**src/rtl/l2t_sii_pkg.sv**
```systemverilog
// -----------------------------------------------------------------------------
// l2t_sii_pkg
// Shared definitions for the SII->L2T inbound request receiver:
//   - request command encodings and their position inside header word H0
//   - data-word counts per command and the DATA-state counter load values
//   - receiver FSM state type
//   - bit indices of the sticky error vector
// -----------------------------------------------------------------------------
package l2t_sii_pkg;

  // Command field lives in H0[31:30]
  localparam int H0_CMD_MSB = 31;
  localparam int H0_CMD_LSB = 30;

  localparam logic [1:0] CMD_RD   = 2'b00;
  localparam logic [1:0] CMD_WRI  = 2'b01;
  localparam logic [1:0] CMD_WR8  = 2'b10;
  localparam logic [1:0] CMD_RSVD = 2'b11;

  localparam int WRI_WORDS = 16;
  localparam int WR8_WORDS = 2;

  // The DATA counter counts down to zero, so it is loaded with words-1
  localparam logic [3:0] WRI_CNT_INIT = 4'(WRI_WORDS - 1);
  localparam logic [3:0] WR8_CNT_INIT = 4'(WR8_WORDS - 1);

  // err_sticky = {overflow, protocol, bad_cmd}
  localparam int ERR_OVERFLOW = 2;
  localparam int ERR_PROTOCOL = 1;
  localparam int ERR_BAD_CMD  = 0;

  typedef enum logic [1:0] {
    ST_IDLE = 2'd0,
    ST_HDR0 = 2'd1,
    ST_HDR1 = 2'd2,
    ST_DATA = 2'd3
  } rcv_state_e;

  // Counter load value for commands that carry data (RD/RSVD never reach DATA)
  function automatic logic [3:0] data_cnt_init(input logic [1:0] cmd);
    logic [3:0] cnt;
    case (cmd)
      CMD_WRI: cnt = WRI_CNT_INIT;
      CMD_WR8: cnt = WR8_CNT_INIT;
      default: cnt = 4'd0;
    endcase
    return cnt;
  endfunction

endpackage

```
**src/rtl/l2t_sii_sync_fifo.sv**
```systemverilog
// -----------------------------------------------------------------------------
// l2t_sii_sync_fifo
// Single-clock FIFO with extended (log2(DEPTH)+1 bit) pointers.
//   clk, rst_l      : clock, asynchronous active-low reset (pointers only)
//   push, push_data : write request; dropped when full unless a pop frees
//                     the slot in the same cycle
//   pop             : read request; ignored when empty
//   full, empty     : status from the pointer compare
//   head            : oldest entry, forced to zero while empty so the
//                     output is clean after reset
// -----------------------------------------------------------------------------
module l2t_sii_sync_fifo #(
  parameter int WIDTH = 32,
  parameter int DEPTH = 4
) (
  input  logic             clk,
  input  logic             rst_l,
  input  logic             push,
  input  logic [WIDTH-1:0] push_data,
  input  logic             pop,
  output logic             full,
  output logic             empty,
  output logic [WIDTH-1:0] head
);

  localparam int AW = $clog2(DEPTH);

  logic [AW:0]      wr_ptr_q, wr_ptr_d;
  logic [AW:0]      rd_ptr_q, rd_ptr_d;
  logic [WIDTH-1:0] mem_q [DEPTH];
  logic             push_en_s;
  logic             pop_en_s;

  assign empty = (wr_ptr_q == rd_ptr_q);
  assign full  = (wr_ptr_q[AW] != rd_ptr_q[AW]) &&
                 (wr_ptr_q[AW-1:0] == rd_ptr_q[AW-1:0]);
  assign head  = empty ? {WIDTH{1'b0}} : mem_q[rd_ptr_q[AW-1:0]];

  // Qualify requests and advance the pointers
  always_comb begin
    pop_en_s  = pop && !empty;
    // A pop this cycle vacates the slot a push into a full FIFO would need
    push_en_s = push && (!full || pop_en_s);
    if (push_en_s) begin
      wr_ptr_d = wr_ptr_q + {{AW{1'b0}}, 1'b1};
    end else begin
      wr_ptr_d = wr_ptr_q;
    end
    if (pop_en_s) begin
      rd_ptr_d = rd_ptr_q + {{AW{1'b0}}, 1'b1};
    end else begin
      rd_ptr_d = rd_ptr_q;
    end
  end

  // Pointer registers
  always_ff @(posedge clk or negedge rst_l) begin
    if (!rst_l) begin
      wr_ptr_q <= {(AW+1){1'b0}};
      rd_ptr_q <= {(AW+1){1'b0}};
    end else begin
      wr_ptr_q <= wr_ptr_d;
      rd_ptr_q <= rd_ptr_d;
    end
  end

  // Storage array; contents are don't-care until written
  always_ff @(posedge clk) begin
    if (push_en_s) begin
      mem_q[wr_ptr_q[AW-1:0]] <= push_data;
    end
  end

endmodule

```
**src/rtl/l2t_sii_iq_rcv.sv**
```systemverilog
// -----------------------------------------------------------------------------
// l2t_sii_iq_rcv
// L2-tag-side receiver for the SII->L2T request channel. Deserialises the
// vld/H0/H1/data stream, queues headers in the IQ and write data in the WIB,
// and returns IQ/WIB credits to SII.
//   iol2clk, rst_l            : clock, asynchronous active-low reset
//   sii_l2t_req_vld/req       : packet start pulse and 32-bit word stream
//   l2t_sii_iq_dequeue        : one-cycle credit per freed IQ entry
//   l2t_sii_wib_dequeue       : one-cycle credit per drained 64 B WRI block
//   iq_vld/iq_hdr/iq_pop      : IQ head {H0,H1} toward the L2 pipe
//   wib_vld/wib_data/wib_pop  : WIB head word toward the L2 pipe
//   err_sticky                : {overflow, protocol, bad_cmd}
// -----------------------------------------------------------------------------
module l2t_sii_iq_rcv
  import l2t_sii_pkg::*;
#(
  parameter int IQ_DEPTH  = 4,
  parameter int WIB_DEPTH = 32
) (
  input  logic        iol2clk,
  input  logic        rst_l,
  input  logic        sii_l2t_req_vld,
  input  logic [31:0] sii_l2t_req,
  output logic        l2t_sii_iq_dequeue,
  output logic        l2t_sii_wib_dequeue,
  output logic        iq_vld,
  output logic [63:0] iq_hdr,
  input  logic        iq_pop,
  output logic        wib_vld,
  output logic [31:0] wib_data,
  input  logic        wib_pop,
  output logic [2:0]  err_sticky
);

  rcv_state_e  state_q, state_d;
  logic [31:0] h0_q, h0_d;
  logic [31:0] h1_q, h1_d;
  logic [3:0]  word_cnt_q, word_cnt_d;
  logic        is_wri_q, is_wri_d;
  logic [2:0]  err_q, err_d;
  logic        iq_deq_q, iq_deq_d;
  logic        wib_deq_q, wib_deq_d;
  logic [2:0]  owed_q, owed_d;
  logic [3:0]  wri_rd_cnt_q, wri_rd_cnt_d;

  logic [1:0]  cmd_s;
  logic        iq_push_s;
  logic [63:0] iq_push_data_s;
  logic        wib_push_s;
  logic [32:0] wib_push_data_s;
  logic        rsvd_hit_s;
  logic        iq_full_s, iq_empty_s;
  logic [63:0] iq_head_s;
  logic        wib_full_s, wib_empty_s;
  logic [32:0] wib_head_s;
  logic        iq_pop_ok_s, wib_pop_ok_s;
  logic [3:0]  credit_total_s;

  assign cmd_s        = h0_q[H0_CMD_MSB:H0_CMD_LSB];
  assign iq_pop_ok_s  = iq_pop && !iq_empty_s;
  assign wib_pop_ok_s = wib_pop && !wib_empty_s;

  // Receive FSM: header capture, data counting, IQ/WIB write requests
  always_comb begin
    state_d         = state_q;
    h0_d            = h0_q;
    h1_d            = h1_q;
    word_cnt_d      = word_cnt_q;
    is_wri_d        = is_wri_q;
    iq_push_s       = 1'b0;
    iq_push_data_s  = {h0_q, h1_q};
    wib_push_s      = 1'b0;
    wib_push_data_s = {is_wri_q, sii_l2t_req};
    rsvd_hit_s      = 1'b0;
    case (state_q)
      ST_IDLE: begin
        if (sii_l2t_req_vld) begin
          state_d = ST_HDR0;
        end else begin
          state_d = ST_IDLE;
        end
      end
      ST_HDR0: begin
        h0_d    = sii_l2t_req;
        state_d = ST_HDR1;
      end
      ST_HDR1: begin
        h1_d = sii_l2t_req;
        case (cmd_s)
          CMD_RD: begin
            // No data follows, so the header is complete now
            iq_push_s      = 1'b1;
            iq_push_data_s = {h0_q, sii_l2t_req};
            state_d        = ST_IDLE;
          end
          CMD_WRI, CMD_WR8: begin
            word_cnt_d = data_cnt_init(cmd_s);
            is_wri_d   = (cmd_s == CMD_WRI);
            state_d    = ST_DATA;
          end
          default: begin
            rsvd_hit_s = 1'b1;
            state_d    = ST_IDLE;
          end
        endcase
      end
      ST_DATA: begin
        wib_push_s = 1'b1;
        if (word_cnt_q == 4'd0) begin
          // Header enters the IQ only with the last word, so the pipe never
          // sees a write whose data is still arriving
          iq_push_s = 1'b1;
          state_d   = ST_IDLE;
        end else begin
          word_cnt_d = word_cnt_q - 4'd1;
          state_d    = ST_DATA;
        end
      end
      default: begin
        state_d = ST_IDLE;
      end
    endcase
  end

  // Sticky error accumulation
  always_comb begin
    err_d = err_q;
    if (rsvd_hit_s) begin
      err_d[ERR_BAD_CMD] = 1'b1;
    end else begin
      err_d[ERR_BAD_CMD] = err_q[ERR_BAD_CMD];
    end
    if ((sii_l2t_req_vld && (state_q != ST_IDLE)) ||
        (iq_pop && iq_empty_s) || (wib_pop && wib_empty_s)) begin
      err_d[ERR_PROTOCOL] = 1'b1;
    end else begin
      err_d[ERR_PROTOCOL] = err_q[ERR_PROTOCOL];
    end
    if ((iq_push_s && iq_full_s && !iq_pop_ok_s) ||
        (wib_push_s && wib_full_s && !wib_pop_ok_s)) begin
      err_d[ERR_OVERFLOW] = 1'b1;
    end else begin
      err_d[ERR_OVERFLOW] = err_q[ERR_OVERFLOW];
    end
  end

  // IQ credit return. A dropped reserved packet and a pop can land in the
  // same cycle; the extra credit is owed and paid in a following cycle so
  // SII never loses one.
  always_comb begin
    credit_total_s = {1'b0, owed_q} + {3'b000, iq_pop_ok_s} + {3'b000, rsvd_hit_s};
    if (credit_total_s != 4'd0) begin
      iq_deq_d = 1'b1;
      owed_d   = 3'(credit_total_s - 4'd1);
    end else begin
      iq_deq_d = 1'b0;
      owed_d   = 3'd0;
    end
  end

  // WIB credit return: one pulse per 16 WRI words consumed
  always_comb begin
    if (wib_pop_ok_s && wib_head_s[32]) begin
      wri_rd_cnt_d = wri_rd_cnt_q + 4'd1;
      wib_deq_d    = (wri_rd_cnt_q == 4'd15);
    end else begin
      wri_rd_cnt_d = wri_rd_cnt_q;
      wib_deq_d    = 1'b0;
    end
  end

  // State and output registers
  always_ff @(posedge iol2clk or negedge rst_l) begin
    if (!rst_l) begin
      state_q      <= ST_IDLE;
      h0_q         <= 32'd0;
      h1_q         <= 32'd0;
      word_cnt_q   <= 4'd0;
      is_wri_q     <= 1'b0;
      err_q        <= 3'd0;
      iq_deq_q     <= 1'b0;
      wib_deq_q    <= 1'b0;
      owed_q       <= 3'd0;
      wri_rd_cnt_q <= 4'd0;
    end else begin
      state_q      <= state_d;
      h0_q         <= h0_d;
      h1_q         <= h1_d;
      word_cnt_q   <= word_cnt_d;
      is_wri_q     <= is_wri_d;
      err_q        <= err_d;
      iq_deq_q     <= iq_deq_d;
      wib_deq_q    <= wib_deq_d;
      owed_q       <= owed_d;
      wri_rd_cnt_q <= wri_rd_cnt_d;
    end
  end

  l2t_sii_sync_fifo #(
    .WIDTH (64),
    .DEPTH (IQ_DEPTH)
  ) u_iq (
    .clk       (iol2clk),
    .rst_l     (rst_l),
    .push      (iq_push_s),
    .push_data (iq_push_data_s),
    .pop       (iq_pop),
    .full      (iq_full_s),
    .empty     (iq_empty_s),
    .head      (iq_head_s)
  );

  l2t_sii_sync_fifo #(
    .WIDTH (33),
    .DEPTH (WIB_DEPTH)
  ) u_wib (
    .clk       (iol2clk),
    .rst_l     (rst_l),
    .push      (wib_push_s),
    .push_data (wib_push_data_s),
    .pop       (wib_pop),
    .full      (wib_full_s),
    .empty     (wib_empty_s),
    .head      (wib_head_s)
  );

  assign iq_vld              = !iq_empty_s;
  assign iq_hdr              = iq_head_s;
  assign wib_vld             = !wib_empty_s;
  assign wib_data            = wib_head_s[31:0];
  assign l2t_sii_iq_dequeue  = iq_deq_q;
  assign l2t_sii_wib_dequeue = wib_deq_q;
  assign err_sticky          = err_q;

endmodule

```
**config.mk**
```make
export PLATFORM = sky130hd
export DESIGN_NAME = l2t_sii_iq_rcv
export DESIGN_NICKNAME = d
export VERILOG_FILES = /design/src/rtl/l2t_sii_pkg.sv /design/src/rtl/l2t_sii_sync_fifo.sv /design/src/rtl/l2t_sii_iq_rcv.sv
export SDC_FILE = /design/constraint.sdc
export NUM_CORES = 2
export LEC_CHECK = 0
export BUFFER_PORTS_ARGS = -buffer_cell sky130_fd_sc_hd__buf_2
export CAP_MARGIN = 20
export CORE_MARGIN = 3
export CORE_UTILIZATION = 50
export DETAILED_ROUTE_END_ITERATION = 16
export PLACE_DENSITY = 0.78
export SETUP_SLACK_MARGIN = 0.2
export SLEW_MARGIN = 0
export SYNTH_ARGS = -nofsm -noshare
export SYNTH_HDL_FRONTEND = slang
export SYNTH_HIERARCHICAL = 1
export SYNTH_SLANG_ARGS = --single-unit
```
**constraint.sdc**
```tcl
create_clock -name iol2clk -period 3.9 [get_ports iol2clk]
set_input_delay 0.585 -clock iol2clk [delete_from_list [all_inputs] [get_ports iol2clk]]
set_output_delay 0.585 -clock iol2clk [all_outputs]
set_load 0.05 [all_outputs]
```
==> flow_summary_export.csv <==
group,metric,value,unit
grt,antenna_found_initial,13,
route,wl,139000,um
logic_synthesis,yosysTopAreaCell,"edfxtp_1",
floorplanning,num_rows,120,
critical_path,critPathLaunchType,"flop",
critical_path,crit_path_end_kind,"output pin",
power_and_ir_drop,power_density,829,mW/mm2
cts,cts_tree,"yes",
critical_path,crit_chain,"buf_12 > buf_16 > buf_4 > mux4_2 > a22o_4 > a2111oi_4 > nor3_1 > buf_4",
final_layout,fin_nets,2908,
critical_path,r2r-start,"u_wib/rd_ptr_q[0]",
floorplanning,die_area,0.114,mm2
power_and_ir_drop,p_sw,19.3,mW
sta,setup_ws,0.146,ns
place,hpwl,72000,um
floorplanning,start_util,0.507,
grt,grt_use_total,0.245,
sta,setup_violations,0,
sta,tightest_slew,1.14,ns
final_layout,drive_gt1_frac,0.339,
cts,clk_pin_slew,0.06,ns
critical_path,worst_ep_required_time,3.31,ns
sta,slew_headroom,0.239,
cts,clock_latency,0.75,ns
critical_path,cpMostUsedCell,"buf_4",
critical_path,r2r_slack,0.57,ns
place,dp_slack,0.122,ns
grt,grt_overflow,0,
grt,grt_pass1_wl,200000,um
sta,rsz0062_at_grt,"yes",
cts,cts_root_buf,"clkbuf_16",
logic_synthesis,async_reset_ff_frac,0.0715,
logic_synthesis,syn_nets,2605,
critical_path,cp_max_fo,6,
place,gp_congestion,0.774,
sta,hold_ws,0.0979,ns
logic_synthesis,syn_inst,2550,
critical_path,slowest_delay,0.54,ns
power_and_ir_drop,p_clk_frac,0.240,
grt,grt_start_max_net_pins,67,
power_and_ir_drop,p_int,34.3,mW
sta,clock-skew-final,0.0320,ns
final_layout,area_growth,18.0,%
logic_synthesis,synthTopCellsByArea,"edfxtp_1 72%, mux4_2 11%, dfrtp_1 4.6%, mux2i_1 2.4%, mux2_2 1.4%",
route,drtIter0Drc,3240,
power_and_ir_drop,p_seq_frac,0.356,
logic_synthesis,synth_edf_count,1312,
cts,clockBufferDepth,3,
worst_hold_path,worstHoldPathCells,3,
power_and_ir_drop,p_leak,21.4,nW
sta,drv_slew,0,
sta,max_freq,0.266,GHz
sta,finalSetupTns,0,ns
critical_path,worst-path-buf-inv,4,
place,dpl_cell_area,0.0580,mm2
place,port_buffers,139,
floorplanning,die-height,337,um
sta,period_minus_slack,3.75,ns
route,wire_per_inst,32.0,um
worst_hold_path,whs_endpoint,"state_q[0]",
power_and_ir_drop,p_comb_frac,0.404,
route,ant_nets,0,
critical_path,timing.rr.end,"wri_rd_cnt_q[1]",
route,via_per_inst,6.49,
critical_path,worst_path_max_delay_cell,"mux4_2",
flow_run,drv_cap,0,
logic_synthesis,synth_warnings,6,
cts,cts_made_buffers,137,
final_layout,postLayoutCellArea,0.0646,mm2
logic_synthesis,synth-seq-cells,1413,
worst_hold_path,min_path_type,"in -> reg",
logic_synthesis,ys_seq_area_frac,0.765,
critical_path,worst-path-stages,8,
floorplanning,dieWidth,337,um
critical_path,critPathArrivalTime,3.17,ns
logic_synthesis,synth.avg_cell_area,21.5,um2
final_layout,final_common_cell,"edfxtp_1",
critical_path,critical_path_class,"reg -> out",
logic_synthesis,ys.flop_type,"edfxtp_1",
critical_path,reg2reg_depth,9,
outcome,status,"finished clean",
power_and_ir_drop,ir_drop,0.877,mV
cts,h-tree-depth,4,
final_layout,final_cell_mix,"1312 x edfxtp_1, 263 x mux4_2, 143 x clkbuf_16",
floorplanning,pin_count,140,
logic_synthesis,netlist_area,0.0548,mm2
route,drt-pass1-iter-count,6,
critical_path,critPathTopFamily,"buffers and inverters",
route,drc_errors,0,
cts,clock_sinks,1413,
worst_hold_path,hp-start,"sii_l2t_req_vld",
grt,grt_pass1_vias,29600,
power_and_ir_drop,power.share.switching,0.360,
floorplanning,coreArea,0.108,mm2
logic_synthesis,netlist-cell-type-count,58,
logic_synthesis,yosys.area.top_type_share,0.719,
sta,finalCritPeriodShare,0.962,
route,via_count,28300,
sta,hold_viol,0,
kinds of logic (layout without fill, tap and decap cells):
group,after synthesis,after routing,share of synthesized area
flip-flops,1413,1413,0.765
multiplexers,499,499,0.156
AO/OA/AOI/OAI,220,220,0.0331
AND/OR/NAND/NOR,208,208,0.0207
buffers and inverters,164,570,0.0160
XOR/XNOR,28,28,0.00475
adder cells (fa/ha/maj),18,18,0.00425
other,0,6,0
worst max-delay path by stage:
stage	startpoint	end
6_report	u_wib/rd_ptr_q[0]	wib_data[1]
5_1_grt	u_wib/rd_ptr_q[0]	wib_data[2]
4_1_cts	u_wib/rd_ptr_q[1]	wib_data[3]
3_5_place_dp	u_wib/rd_ptr_q[0]	wib_data[8]
3_3_place_gp	u_wib/rd_ptr_q[0]	wib_data[3]
2_1_floorplan	u_wib/rd_ptr_q[0]	u_wib/mem_q[31][0]
what timing repair did:
| item | CTS | global route |
|---|---|---|
| hold buffers | 1 | 0 |
| gates cloned | 14 | 3 |
| endpoints found under the setup margin | 33 | 55 |
| buffers inserted | 42 | 9 |
| endpoints found under the hold margin | 47 | 0 |
| pin swaps | 20 | 35 |
| gates resized for setup | 173 | 94 |
metrics by stage:
stage,util,power [mW],instances
CTS,0.592,52.5,4346
detailed placement,0.537,37.1,4047
floorplan,-,32.0,2550
global route,0.599,55.3,4360
finish,0.599,53.6,4365
global placement,0.537,36.6,4047
synth_stat cells (all sizes together) (2+ instances only):
cell type and count:
or3b 2, o221ai 32, xor2 13, a22o 64
nand4 6, clkbuf 56, a21oi 2, nor2b 70
nand2b 5, o22a 2, xnor2 15, nor3 38
dfrtp 101, or3 2, o41ai 2, and3 6
o22ai 33, o21ai 7, nand2 23, a211oi 35
nand3b 5, nor2 41, mux4 263, mux2 102
edfxtp 1312, buf 91, ha 17, nand3 2
mux2i 134, and2 2, a31oi 4, or2 2
a2111oi 32, inv 17
routing by layer:
layer	track usage	wire length (um)	vias up
met5	0	39	-
met4	0.0961	5220	6
met3	0.0624	15800	415
met2	0.401	68500	1910
met1	0.317	49900	14800
li1	-	-	11200
worst reg2reg max path: cells and delay by family, from the launching register on:
kind,cells,cell delay (ns)
muxes,2,0.82
buffers and inverters,3,0.61
and+or+nand+nor,2,0.54
AOI/OAI and AO/OA,2,0.78
DFF,1,0.48
power by group through the flow:
stage	Sequential [mW]	Combinational (mW)	Clock (mW)
4_1_cts	19.1	20.4	13.0
2_1_floorplan	19.0	12.9	0
3_5_place_dp	19.4	17.7	0
3_3_place_gp	19.2	17.3	0
6_report	19.0	21.7	12.9
5_1_grt	19.2	22.5	13.6
area by class of cell:
class / count / area [um2]
fill: 7082 / 43300
sequential: 1413 / 41900
multi-input combinational: 973 / 13100
clock buffer: 184 / 3730
timing repair buffer: 311 / 3450
tap: 1403 / 1760
clock inverter: 58 / 594
inverter: 17 / 63.8
antenna: 6 / 15.0
state kept, by name, indices dropped and copies added, names as in the netlist, 4 cells and up:
register / count
h0_q: 32
u_iq/mem_q: 256
u_wib/wr_ptr_q: 6
h1_q: 32
u_wib/mem_q: 1056
word_cnt_q: 4
u_wib/rd_ptr_q: 6
wri_rd_cnt_q: 4
Note: power is estimated with default switching activity, not from simulation.
